<file path="src/rtl/norm_pkg.sv">
// Shared types and helpers for the stream normaliser.
// Holds the FSM state enum, coefficient width and rounding constant.
package norm_pkg;

    typedef enum logic [1:0] {
        IDLE,
        DIV,
        WAIT_UP,
        RUN
    } state_t;

    function automatic int coef_w(input int pix_w, input int frac_w);
        return pix_w + frac_w;
    endfunction

    function automatic logic [63:0] round_const(input int frac_w);
        return 64'(1) << (frac_w - 1);
    endfunction

endpackage

</file>
<file path="src/rtl/norm_stream_pipe_lane.sv">
// norm_lane_mult: one pixel lane, pix*coef then round-half-up + saturate.
// Ports: clk, srst, adv (pipeline enable), coef, pix in; res out (registered).
module norm_lane_mult
    import norm_pkg::*;
#(
    parameter int PIX_WIDTH  = 8,
    parameter int FRAC_WIDTH = 24
) (
    input  logic                                    clk,
    input  logic                                    srst,
    input  logic                                    adv,
    input  logic [coef_w(PIX_WIDTH, FRAC_WIDTH)-1:0] coef,
    input  logic [PIX_WIDTH-1:0]                    pix,
    output logic [PIX_WIDTH-1:0]                    res
);

    localparam int COEF_W = coef_w(PIX_WIDTH, FRAC_WIDTH);
    localparam int PROD_W = PIX_WIDTH + COEF_W;
    localparam logic [PROD_W:0] RND =
        (PROD_W + 1)'(round_const(FRAC_WIDTH));
    localparam logic [PROD_W:0] MAXV =
        {{(PROD_W + 1 - PIX_WIDTH){1'b0}}, {PIX_WIDTH{1'b1}}};

    logic [PROD_W-1:0] prod;
    logic [PROD_W:0]   sum;
    logic [PROD_W:0]   shf;

    // Extra top bit keeps the rounding add from wrapping.
    always_comb begin
        sum = {1'b0, prod} + RND;
        shf = sum >> FRAC_WIDTH;
    end

    always_ff @(posedge clk) begin
        if (srst) begin
            prod <= '0;
            res  <= '0;
        end else if (adv) begin
            prod <= PROD_W'(pix) * PROD_W'(coef);
            res  <= (shf > MAXV) ? '1 : shf[PIX_WIDTH-1:0];
        end
    end

endmodule

</file>
<file path="src/rtl/norm_stream_pipe.sv">
// Frame normaliser: out = sat(round(pix*(2^PW-1)/denom)), LANES pixels/beat.
// Ports: ap_* control, up_done, frame_pixels, norm_denominator, err_div0,
// s_axis_* input stream, m_axis_* output stream with tlast.
module norm_stream_pipe
    import norm_pkg::*;
#(
    parameter int PIX_WIDTH  = 8,
    parameter int LANES      = 1,
    parameter int FRAC_WIDTH = 24,
    parameter int MAX_PIXELS = 16384
) (
    input  logic                            clk,
    input  logic                            srst,
    input  logic                            ap_start,
    output logic                            ap_ready,
    output logic                            ap_idle,
    output logic                            ap_done,
    input  logic                            up_done,
    input  logic [$clog2(MAX_PIXELS+1)-1:0] frame_pixels,
    input  logic [PIX_WIDTH-1:0]            norm_denominator,
    output logic                            err_div0,
    input  logic                            s_axis_tvalid,
    output logic                            s_axis_tready,
    input  logic [LANES*PIX_WIDTH-1:0]      s_axis_tdata,
    output logic                            m_axis_tvalid,
    input  logic                            m_axis_tready,
    output logic [LANES*PIX_WIDTH-1:0]      m_axis_tdata,
    output logic                            m_axis_tlast
);

    localparam int COEF_W = coef_w(PIX_WIDTH, FRAC_WIDTH);
    localparam int CNT_W  = $clog2(MAX_PIXELS / LANES + 1);
    localparam int DC_W   = $clog2(COEF_W + 1);
    localparam logic [COEF_W-1:0] DIVIDEND =
        {{PIX_WIDTH{1'b1}}, {FRAC_WIDTH{1'b0}}};

    state_t state, state_nx;

    logic [CNT_W-1:0]     beats_r, in_cnt, out_cnt;
    logic [PIX_WIDTH-1:0] den_r, rem;
    logic [COEF_W-1:0]    quo;
    logic [DC_W-1:0]      div_cnt;
    logic [PIX_WIDTH:0]   trial;
    logic up_cap, v1, last1, v2, last2;
    logic adv, in_hs, out_hs, last_out, start_go, div_end;

    assign start_go = (state == IDLE) && ap_start;
    assign div_end  = (state == DIV) &&
                      ((den_r == '0) || (div_cnt == DC_W'(COEF_W - 1)));
    assign adv      = !v2 || m_axis_tready;
    assign in_hs    = s_axis_tvalid && s_axis_tready;
    assign out_hs   = v2 && m_axis_tready;
    assign last_out = out_hs && (out_cnt == beats_r - CNT_W'(1));
    // Quotient register shifts out dividend bits as quotient bits shift in.
    assign trial    = {rem, quo[COEF_W-1]};

    assign ap_ready      = (state == IDLE);
    assign ap_idle       = (state == IDLE);
    assign ap_done       = last_out;
    assign s_axis_tready = (state == RUN) && (in_cnt < beats_r) && adv;
    assign m_axis_tvalid = v2;
    assign m_axis_tlast  = last2;

    always_ff @(posedge clk) begin
        if (srst) state <= IDLE;
        else      state <= state_nx;
    end

    always_comb begin
        state_nx = state;
        unique case (state)
            IDLE:    if (ap_start) state_nx = DIV;
            DIV:     if (div_end)  state_nx = WAIT_UP;
            WAIT_UP: if (up_cap)   state_nx = RUN;
            RUN:     if (last_out) state_nx = IDLE;
        endcase
    end

    always_ff @(posedge clk) begin
        if (srst) begin
            beats_r  <= '0;
            den_r    <= '0;
            rem      <= '0;
            quo      <= '0;
            div_cnt  <= '0;
            in_cnt   <= '0;
            out_cnt  <= '0;
            up_cap   <= 1'b0;
            err_div0 <= 1'b0;
            v1       <= 1'b0;
            last1    <= 1'b0;
            v2       <= 1'b0;
            last2    <= 1'b0;
        end else begin
            // A pulse coinciding with start belongs to the new frame.
            up_cap <= start_go ? up_done : (up_cap | up_done);
            if (start_go) begin
                beats_r <= CNT_W'(frame_pixels / LANES);
                den_r   <= norm_denominator;
                rem     <= '0;
                quo     <= DIVIDEND;
                div_cnt <= '0;
                in_cnt  <= '0;
                out_cnt <= '0;
            end
            if (state == DIV) begin
                div_cnt <= div_cnt + DC_W'(1);
                if (den_r == '0) begin
                    quo      <= '0;
                    err_div0 <= 1'b1;
                end else if (trial >= {1'b0, den_r}) begin
                    rem <= trial[PIX_WIDTH-1:0] - den_r;
                    quo <= {quo[COEF_W-2:0], 1'b1};
                end else begin
                    rem <= trial[PIX_WIDTH-1:0];
                    quo <= {quo[COEF_W-2:0], 1'b0};
                end
            end
            if (in_hs)  in_cnt  <= in_cnt + CNT_W'(1);
            if (out_hs) out_cnt <= out_cnt + CNT_W'(1);
            if (adv) begin
                v1    <= in_hs;
                last1 <= in_hs && (in_cnt == beats_r - CNT_W'(1));
                v2    <= v1;
                last2 <= last1;
            end
        end
    end

    for (genvar g = 0; g < LANES; g++) begin : g_lane
        norm_lane_mult #(
            .PIX_WIDTH (PIX_WIDTH),
            .FRAC_WIDTH(FRAC_WIDTH)
        ) u_lane (
            .clk (clk),
            .srst(srst),
            .adv (adv),
            .coef(quo),
            .pix (s_axis_tdata[g*PIX_WIDTH +: PIX_WIDTH]),
            .res (m_axis_tdata[g*PIX_WIDTH +: PIX_WIDTH])
        );
    end

endmodule

</file>
<file path="config.mk">
export PLATFORM = sky130hd
export DESIGN_NAME = norm_stream_pipe
export DESIGN_NICKNAME = d
export VERILOG_FILES = /design/src/rtl/norm_pkg.sv /design/src/rtl/norm_stream_pipe_lane.sv /design/src/rtl/norm_stream_pipe.sv
export SDC_FILE = /design/constraint.sdc
export NUM_CORES = 1
export LEC_CHECK = 0
export BUFFER_PORTS_ARGS = -buffer_cell sky130_fd_sc_hd__buf_2
export CORE_ASPECT_RATIO = 1.5
export CORE_UTILIZATION = 50
export DETAILED_ROUTE_END_ITERATION = 10
export PLACE_DENSITY = 0.63
export SYNTH_ARGS = -nofsm -noshare
export SYNTH_HDL_FRONTEND = slang
export SYNTH_SLANG_ARGS = --single-unit
</file>
<file path="constraint.sdc">
create_clock -name clk -period 8.86 [get_ports clk]
set_input_delay 0.886 -clock clk [delete_from_list [all_inputs] [get_ports clk]]
set_output_delay 0.886 -clock clk [all_outputs]
set_load 0.1 [all_outputs]
</file>
# After elaboration in Yosys (flattened, before gate mapping)
# Index checks and enable logic that the tools add are counted.
[totals]
out_inout_bits = 15
word_cells = 75
inputBits = 37
register_bits = 155
[op_classes]
order_cmp = 3
mul = 1
reduce_logical = 18
muxes = 20
bitwise_logic = 1
addsub = 6
eq_ne = 10
[op_table]
columns = ["operator", "count"]
rows = [
  ["two-way mux 32 bit", 3],
  ["two-way mux 15 bit", 3],
  ["adder 40 x 24 -> 41 bit (second input constant)", 1],
  ["multiplier 8 x 32 -> 40 bit", 1],
  ["two-way mux 8 bit", 5],
  ["adder 15 x 1 -> 15 bit (second input constant)", 2],
  ["equality test 15 bit", 2],
  ["greater-than comparator 17 x 8 -> 1 bit (second input constant)", 1],
  ["less-than comparator 15 bit", 1],
  ["subtractor 15 x 1 -> 15 bit (second input constant)", 1],
  ["two-way mux 6 bit", 2],
  [">= comparator 9 x 8 -> 1 bit", 1],
  ["logical AND 1 bit", 8],
  ["zero test 8 bit", 1],
  ["two-way mux 2 bit", 4],
  ["inequality test 2 bit (second input constant)", 4],
  ["one-hot mux 2 bit (4 select lines)", 1],
  ["subtractor 8 bit", 1],
  ["adder 6 x 1 -> 6 bit (second input constant)", 1],
  ["equality test 6 x 5 -> 1 bit (second input constant)", 1],
  ["nonzero test 2 bit", 3],
  ["equality test 2 bit (second input constant)", 2],
  ["AND reduction 4 bit", 1],
  ["equality test 2 x 1 -> 1 bit (second input constant)", 1],
  ["6 further kinds", 8],
]

# Longest topological paths before layout
# Gate-level depths: netlist of the first run.
[logic_depth]
ltp_word = 5
ltp_mapped = 20
mapped_depth_nobuf = 19

# Hierarchy
# A second synthesis of the first run with hierarchy kept.
[unflattened]
hier_cells = 1667
area_unflattened_um2 = 14372.5
[by_module_without_submodules]
columns = ["mod", "seq_area_each_um2", "area_per_inst_um2", "cells_per_inst", "n_inst"]
rows = [
  ["norm_lane_mult", 500.5, 8495.6, 953, 1],
  ["norm_stream_pipe", 2142.1, 5876.9, 714, 1],
]

# Least setup slack after synthesis of the first run
# OpenSTA, ideal clock, no wires.
[synth_timing]
path_type = "input -> register"
startpoint = "input s_axis_tdata[7]"
endpoint = "register g_lane[0].u_lane.prod[37]"
n_path_buf = 1
arrival_time_ns = 5.571
path_stages = 18
path_slack_ns = 3.172
setup_ns = 0.117
required_ns = 8.743
path_cell_list = "clkbuf_1 and2_1 fa_1 fa_1 fa_1 inv_1 fa_1 inv_1 ha_1 a21oi_1 o21bai_1 a2111oi_0 o21ai_0 a2bb2oi_1 a221oi_1 o21bai_1 a211o_1 a22o_1"
[synth_via]
elab_chain_cells = 1
[synth_lines]
columns = ["element", "line", "rtl"]
rows = [
  ["start, declared", "norm_stream_pipe.sv:24", "input logic [LANES*PIX_WIDTH-1:0] s_axis_tdata,"],
  ["multiplier 8 x 32 -> 40 bit", "norm_stream_pipe_lane.sv:39", "prod <= PROD_W'(pix) * PROD_W'(coef);"],
  ["end signal, assigned", "norm_stream_pipe_lane.sv:39", ""],
  ["end, declared", "norm_stream_pipe_lane.sv:24", "logic [PROD_W-1:0] prod;"],
]
# No other way between the ends.
# A chain may end at the register's enable or synchronous reset.

# Worst setup path in the final report of the first run
[layout_timing]
startpoint = "input s_axis_tdata[4]"
endpoint = "register g_lane[0].u_lane.prod[38]"
# Same word-level chain as after synthesis.

==> impl_results.md, run 1 <==
* Core area at approximately 27000 sq um
* # hold bufs at CTS at 0
* # IOs at 52
* Pre-CTS WS at between 2000 and 2500 ps
* Synth area leader: fa_1
* Gate count after technology mapping at between 1.5k and 2k
* DR WL/cell at 17.3 um
* Hold WC Path Type: flip-flop to flip-flop
* Pwr dens at around 250 nW/um^2
* Status: completed
* Hold Fails Final Rpt at 0
* Ant. Diodes at 0
* Worst-Skew Late Latency at roughly 440 ps
* Top-area cell type share of the netlist area at about a quarter
* Max Fclk at 160 MHz
* Total GRT Usage at approximately 26%
* Initial Util at between 50% and 60%
* Worst endpoint required time at roughly 9200 ps
* Share of post-route cells with drive strength above 1 at around 7.3%
* First-pass GRT wire length at ~58000 um
* Leak at ~0.007 uW
* Sequential share of the synthesized area at between 10% and 20%
* Crit Path Category: primary input to flip-flop
* H-tree depth at 4
* Yosys warns at 0
* CTS Buf Count at 17
* DPL Wire Length at between 20000 and 30000 um
* VDD IR max at 0.000156 V
* Non-Filler Instances at between 1.5k and 2k
* Clock Pin Slew Worst Setup and Hold Paths at roughly 60 ps
* Die area at around 29000 sq um
* Synthesis-to-layout area growth at 7.16%
* Setup TNS at 0 ps
* Routed WL at between 30000 and 40000 um
* Root Buffer: clkbuf_16
* DR vias at approximately 11k
* FFs w/ async S/R, synth at 0%
* CP max FO at 32
* Critical Path Start Type: primary input
* Cts repair resizes at 0
* Die width at 139 um
* Worst slew margin at 47.9%
* CP Capture Type: flip-flop
* Clock Path Buffers at 2
* Max_cap viols at 0
* Worst Slack Setup Final at between 2000 and 3000 ps
* Final min period at between 6000 and 7000 ps
* Mean Syn Cell Area at between 8 and 9 sq um
* Initial antenna violation count at 0
* Post-synth net total at 1929
* Unique cell type count in the Yosys netlist at between 70 and 80
* FP Rows at between 70 and 80
* Final Skew at 8.81 ps
* Post-synthesis register bit count at 132
* Final setup viols at 0
* Placed insts at between 1.5k and 2k
* CTS sink cnt at around 130
* Setup Fix Bufs, Post-CTS at 0
* Top_reg_cell synth: dfxtp_1
* DRC at 0
* 1st-iter DRT viols at approximately 500
* RSZ-0062 raised after global routing: false
* Worst Max-Slew Pin Slew at ~780 ps
* GRT overflow at 0
* Final worst-path cycle share at slightly above 70%
* Largest net degree at the start of global routing at 61
* Routed Antenna Nets at 0
* Max-slew violations at 0
* Die H at 207 um
* Number of global-route vias before repair at 11.6k
* Drt pass-1 iters at 7
* Routability cong. at 0.849
* I/O Buffers at ~50
* Layout Nets at between 1.5k and 2k
* Crit path arrival time at between 6000 and 7000 ps
* Post-Syn Area at between 10000 and 15000 sq um
* CTS tree: done
* Number of synthesized flops with an enable pin at 0
* Ranking of synthesized cells by area: fa_1 (26%), dfxtp_1 (19%), and2_1 (9.4%), ha_1 (7.9%), inv_1 (5.9%)
* Drt via density at 5.52
-- logic make-up (layout without fill, tap and decap cells) --
logic type	count (synthesis)	after routing	share of synthesized area, %
xor gates and xnor gates	68	68	4.24
adders and majority gates	269	269	33.6
buffers and inverters	299	311	8.23
DFF	132	132	18.8
AOI/OAI and AO/OA	270	270	12.7
muxes	12	12	0.881
and+or+nand+nor	573	573	21.6
-- state kept, by name (all words and copies together) (netlist names), 6 cells and up --
| signal | cells |
|---|---|
| quo | 32 |
| g_lane.u_lane.prod | 17 |
| beats_r | 15 |
| in_cnt | 15 |
| out_cnt | 15 |
| den_r | 8 |
| g_lane.u_lane.res | 8 |
| rem | 8 |
| div_cnt | 6 |
-- per-stage QoR --
stage | hold WS [ps] | area, sq um | utilization (%) | total power, uW
floorplan | 425 | 14100 | - | 2590
finish | 459 | 15100 | 55.0 | 3790
global placement | 443 | 14500 | 52.8 | 3070
global route | 475 | 15100 | 55.0 | 4150
detailed placement | 450 | 14500 | 52.8 | 3100
CTS | 459 | 15100 | 55.0 | 3840
-- critical path, stage by stage --
cell and delay (ps):
buf_2 510, and2_1 250, fa_1 420, fa_1 480, fa_1 580, inv_1 60
fa_1 530, inv_1 40, ha_1 310, nand3_1 100, nor2_1 150, nand3_1 250
a31oi_1 290, a2bb2oi_1 660, a221oi_1 280, o211a_1 320, or4_1 410, nand3_1 80
-- worst paths after layout --
| check | endpoint | startpoint | slack [ps] | cells after the start |
|---|---|---|---|---|
| max | g_lane[0].u_lane.prod[38]$_SDFFE_PP0N_ | s_axis_tdata[4] | 2620 | 18 |
| min | v1$_SDFFE_PP0N_ | v1$_SDFFE_PP0N_ | 460 | 2 |
| max reg2reg | g_lane[0].u_lane.prod[38]$_SDFFE_PP0N_ | quo[3]$_SDFFE_PP0P_ | 2940 | 17 |
| min reg2reg | v1$_SDFFE_PP0N_ | v1$_SDFFE_PP0N_ | 460 | 2 |
-- metal layers --
layer	vias up	track usage [%]	share of wire, %	routed length, um
li1	5286	-	-	-
met1	5382	26.9	38	12800
met2	173	49.5	55	18800
met3	69	2.98	2.3	776
met4	0	14.8	5.1	1750
met5	-	0	0	0
-- Yosys cell counts, types with 7 or more instances --
| cell | count |
|---|---|
| buf_1 | 7 |
| o21a_1 | 12 |
| o21ai_0 | 45 |
| mux2i_1 | 9 |
| nor2_1 | 87 |
| nor4_1 | 11 |
| xnor2_1 | 51 |
| dfxtp_1 | 132 |
| xor2_1 | 17 |
| a21oi_1 | 83 |
| fa_1 | 180 |
| a21o_1 | 19 |
| a22oi_1 | 27 |
| ha_1 | 89 |
| nor3b_1 | 12 |
| inv_1 | 220 |
| a211oi_1 | 17 |
| o22ai_1 | 7 |
| and2_1 | 211 |
| nand2_1 | 139 |
| nand4_1 | 13 |
| nand3_1 | 32 |
| a22o_1 | 8 |
| clkbuf_1 | 64 |
| o221a_2 | 8 |
| nor3_1 | 14 |
| and3_1 | 19 |
-- cell type report --
| type | count | area, sq um |
|---|---|---|
| Fill cell | 2610 | 12300 |
| Multi-Input combinational cell | 1192 | 10300 |
| Sequential cell | 132 | 2640 |
| Inverter | 220 | 826 |
| Clock buffer | 18 | 439 |
| Tap cell | 342 | 428 |
| Timing Repair Buffer | 59 | 318 |
| Clock inverter | 14 | 151 |
-- where the power goes --
part           total [uW]  leakage (uW)  internal (uW)  switching, uW
clock                 721      0.000293            425            296
sequential            847       0.00108            700            147
combinational        2230       0.00579            875           1350
-- cell usage in the layout, fill, tap and decap left out, drive strengths merged, types with 6 or more instances in the layout --
cell	netlist	final
o21ai	47	47
ha	89	89
nand2	139	139
nor2b	6	6
clkbuf	64	18
a21o	19	19
o21a	12	12
fa	180	180
and2	211	211
buf	14	59
a31oi	6	6
mux2i	9	9
a211oi	17	17
a21oi	83	83
xor2	17	17
o22ai	7	7
and3	20	20
nor2	88	88
nand3	32	32
inv	220	225
a22oi	27	27
nand4	13	13
nor4	12	12
nor3	15	15
or2	7	7
a22o	8	8
dfxtp	132	132
nor3b	12	12
xnor2	51	51
o221a	8	8
clkinv	0	6
(Power assumes the default switching activity.)
==> inputs of run 2 (changes only) <==
Settings changed: PLACE_DENSITY 0.63 to 0.65.
Clock period 8.86 ns to 5.2 ns, I/O delays scaled along.
==> impl_results.md, run 2 (synthesis gave the netlist of run 1 again) <==
* Ant. Diodes at 0 (unchanged)
* Most frequent cells in the layout: inv_1 (220), and2_1 (204), fa_1 (176)
* VDD IR max at 0.000491 V (+210%)
* Leak at 0.00779 uW (+8.8%)
* Slowest stage cell, crit path: fa_1
* Root Buffer: clkbuf_16
* Worst Reg2Reg Path Length in Cells at 19 (+2)
* Routed Antenna Nets at 0 (unchanged)
* Total GRT Usage at 25.9% (+0.12 points)
* Final Skew at 10.3 ps (+1.53 ps)
* Worst Max-Slew Pin Slew at 762 ps (-18.9 ps)
* Design area at 16300 sq um (+8.2%)
* 1st-iter DRT viols at 431 (-12%)
* Max Fclk at slightly below 200 MHz
* Number of global-route vias before repair at 12.3k (+6.2%)
* Most frequent CP cell: fa_1
* R2r setup slk at 150 ps (-2790 ps)
* Status: finished, violations left
* Crit path arrival time at 5380 ps (-1240 ps)
* Crit Path Category: flip-flop to flip-flop
* Hold Fails Final Rpt at 0 (unchanged)
* DRC at 3 (+3)
* Clock Pin Slew Worst Setup and Hold Paths at 60 ps (about the same)
* Critical Path Start Type: flip-flop
* Final min period at 5050 ps
* Clock network power share at 19.2% (+0.2 points)
* Drt via density at 5.50 (-0.42%)
* DP Area at 15300 sq um (+5.6%)
* Final core utilization at 59.5% (+4.5 points)
* CP Capture Type: flip-flop
* Crit. Startpoint: quo[12]$_SDFFE_PP0P_
* First-pass GRT wire length at 59100 um (+1.5%)
* Initial Util at 51.3% (unchanged)
* Critical R2R Capture: g_lane[0].u_lane.prod[28]$_SDFFE_PP0N_
* Pwr dens at 419 nW/um^2 (+67%)
* Worst flop-to-flop path startpoint: quo[12]$_SDFFE_PP0P_
* Fillers at 2442 (-6.4%)
* Worst slew margin at 49.2% (+1.3 points)
* Commonest non-fill, non-tap cell in the layout: inv_1
* Area occupied by multi-input gates at 10500 sq um (+2.6%)
* Worst-Skew Late Latency at 440 ps (about the same)
* DR WL/cell at 16.7 um (-3.4%)
* Share of post-route cells with drive strength above 1 at 16.7% (+9.4 points)
* CP bufs+invs at 4 (+1)
* Failing checks: design-rule violations
* CP max FO at 7 (-78%)
* Hold WC Path Type: primary input to flip-flop
* Max reg flops at 32 (unchanged)
* Internal power at 3720 uW (+86%)
* Routed WL at 34800 um (+1.9%)
* H-tree depth at 4 (unchanged)
* Max-slew violations at 0 (unchanged)
* Die H at 207 um (unchanged)
* Reg with most FFs: quo
* Combinational fraction of design power at 60.5% (+1.8 points)
* # IOs at 52 (unchanged)
* Sequential power share at 20.3% (-2.0 points)
* Core area at 27400 sq um (unchanged)
* Synthesis-to-layout area growth at 16.0%
* Clock Path Buffers at 2 (unchanged)
* Drt pass-1 iters at 8 (+1)
* CTS sink cnt at 132 (unchanged)
* Layout Nets at 2039 (+5.8%)
* Family with the most delay on the worst path: adder cells
* Worst endpoint required time at 5530 ps (-3710 ps)
* Initial antenna violation count at 0 (unchanged)
* Largest regs: quo x32, g_lane.u_lane.prod x17
* Final worst-path cycle share at between 90% and 100%
* Final setup viols at 0 (unchanged)
* Max_cap viols at 0 (unchanged)
* Register area at 2690 sq um (+1.8%)
* Total power at 6840 uW (+80%)
* Worst hold path startpoint: up_done
* CTS Buf Count at 17 (unchanged)
* Crit-path max cell delay at 530 ps (-130 ps)
* CP cell instances: and2_1, fa_1, fa_1, fa_1, inv_1, fa_1, inv_1, ha_4, a21oi_2, buf_4, a21oi_1, o41a_1, a211oi_2, buf_4, o22ai_2, o21a_1, o22ai_2, xnor2_1, a22o_1
* CTS tree: done
* DR vias at 11.5k (+5.1%)
* Largest net degree at the start of global routing at 67 (+9.8%)
* Routability cong. at 0.910 (+7.1%)
* Hold path cells at 3 (+1)
* Hold endpoint: up_cap$_SDFF_PP0_
* FP Rows at 74 (unchanged)
* Die width at 139 um (unchanged)
* DPL Wire Length at 27900 um (+5.9%)
* Switching Fraction at 45.6% (-1.7 points)
* I/O Buffers at 51 (unchanged)
* NetSw at 3120 uW (+74%)
* Die area at 28800 sq um (unchanged)
* GRT overflow at 0 (unchanged)
==> run 2: changes by cell type in the layout (fill, tap and decap cells not counted), moves of 8 or more <==
| cell | before | now |
|---|---|---|
| buf_4 | 9 | 119 |
| dfxtp_1 | 132 | 114 |
| dfxtp_4 | 0 | 10 |
| dfxtp_2 | 0 | 8 |
==> run 2: worst max-delay path by stage <==
stage,endpoint,slack (ps),cells past startpoint
after CTS,g_lane[0].u_lane.prod[37]$_SDFFE_PP0N_,-60,20
after global routing,g_lane[0].u_lane.prod[38]$_SDFFE_PP0N_,-70,16
final,g_lane[0].u_lane.prod[28]$_SDFFE_PP0N_,150,19
after global placement,g_lane[0].u_lane.prod[37]$_SDFFE_PP0N_,-520,19
after floorplan,g_lane[0].u_lane.prod[37]$_SDFFE_PP0N_,10,18
after detailed placement,g_lane[0].u_lane.prod[37]$_SDFFE_PP0N_,-560,20
==> run 2: what timing repair did <==
| item | CTS | global route |
|---|---|---|
| pin swaps | 4 | 60 |
| hold buffers | 0 | 0 |
| endpoints found under the hold margin | 0 | 0 |
| buffers inserted | 1 | 3 |
| gates cloned | 0 | 0 |
| endpoints found under the setup margin | 12 | 15 |
| resized for setup | 12 | 83 |
==> run 2: layout make-up <==
cell class | instances | area share, %
Multi-Input combinational cell | 1192 | 64.6
Tap cell | 342 | 2.62
Sequential cell | 132 | 16.5
Timing Repair Buffer | 170 | 7.31
Clock buffer | 18 | 2.69
Clock inverter | 13 | 1.21
Inverter | 220 | 5.07
==> run 2: through the flow <==
stage | hold slack, ps | TNS (ps) | setup slack (ps) | instances
after detailed placement | 451 | -5770 | -555 | 2052
after global routing | 273 | -153 | -72.3 | 2087
after CTS | 270 | -55.5 | -55.5 | 2084
after global placement | 443 | -5490 | -518 | 2052
after floorplan | 425 | 0 | 12.3 | 1623
final | 287 | 0 | 152 | 2087
==> run 2: per-layer routing <==
metal	track usage [%]	share of wire [%]	vias up
li1	-	-	5492
met3	2.91	2.1	87
met5	0	0	-
met2	50.6	56	214
met4	15.5	5.6	0
met1	26.0	36	5676
==> run 2: worst min-delay path: cells and delay by family <==
| kind | cells | cell delay, ps |
|---|---|---|
| buffers and inverters | 1 | 80 |
| and+or+nand+nor | 1 | 70 |
| AOI/OAI and AO/OA | 1 | 30 |
==> run 2: power by group through the flow <==
| stage | clock (uW) | combinational [uW] | sequential (uW) |
|---|---|---|---|
| after floorplan | 0 | 2910 | 1510 |
| after global placement | 0 | 3980 | 1410 |
| after detailed placement | 0 | 4040 | 1410 |
| after CTS | 1340 | 4070 | 1390 |
| after global routing | 1380 | 4680 | 1410 |
| final | 1310 | 4130 | 1390 |
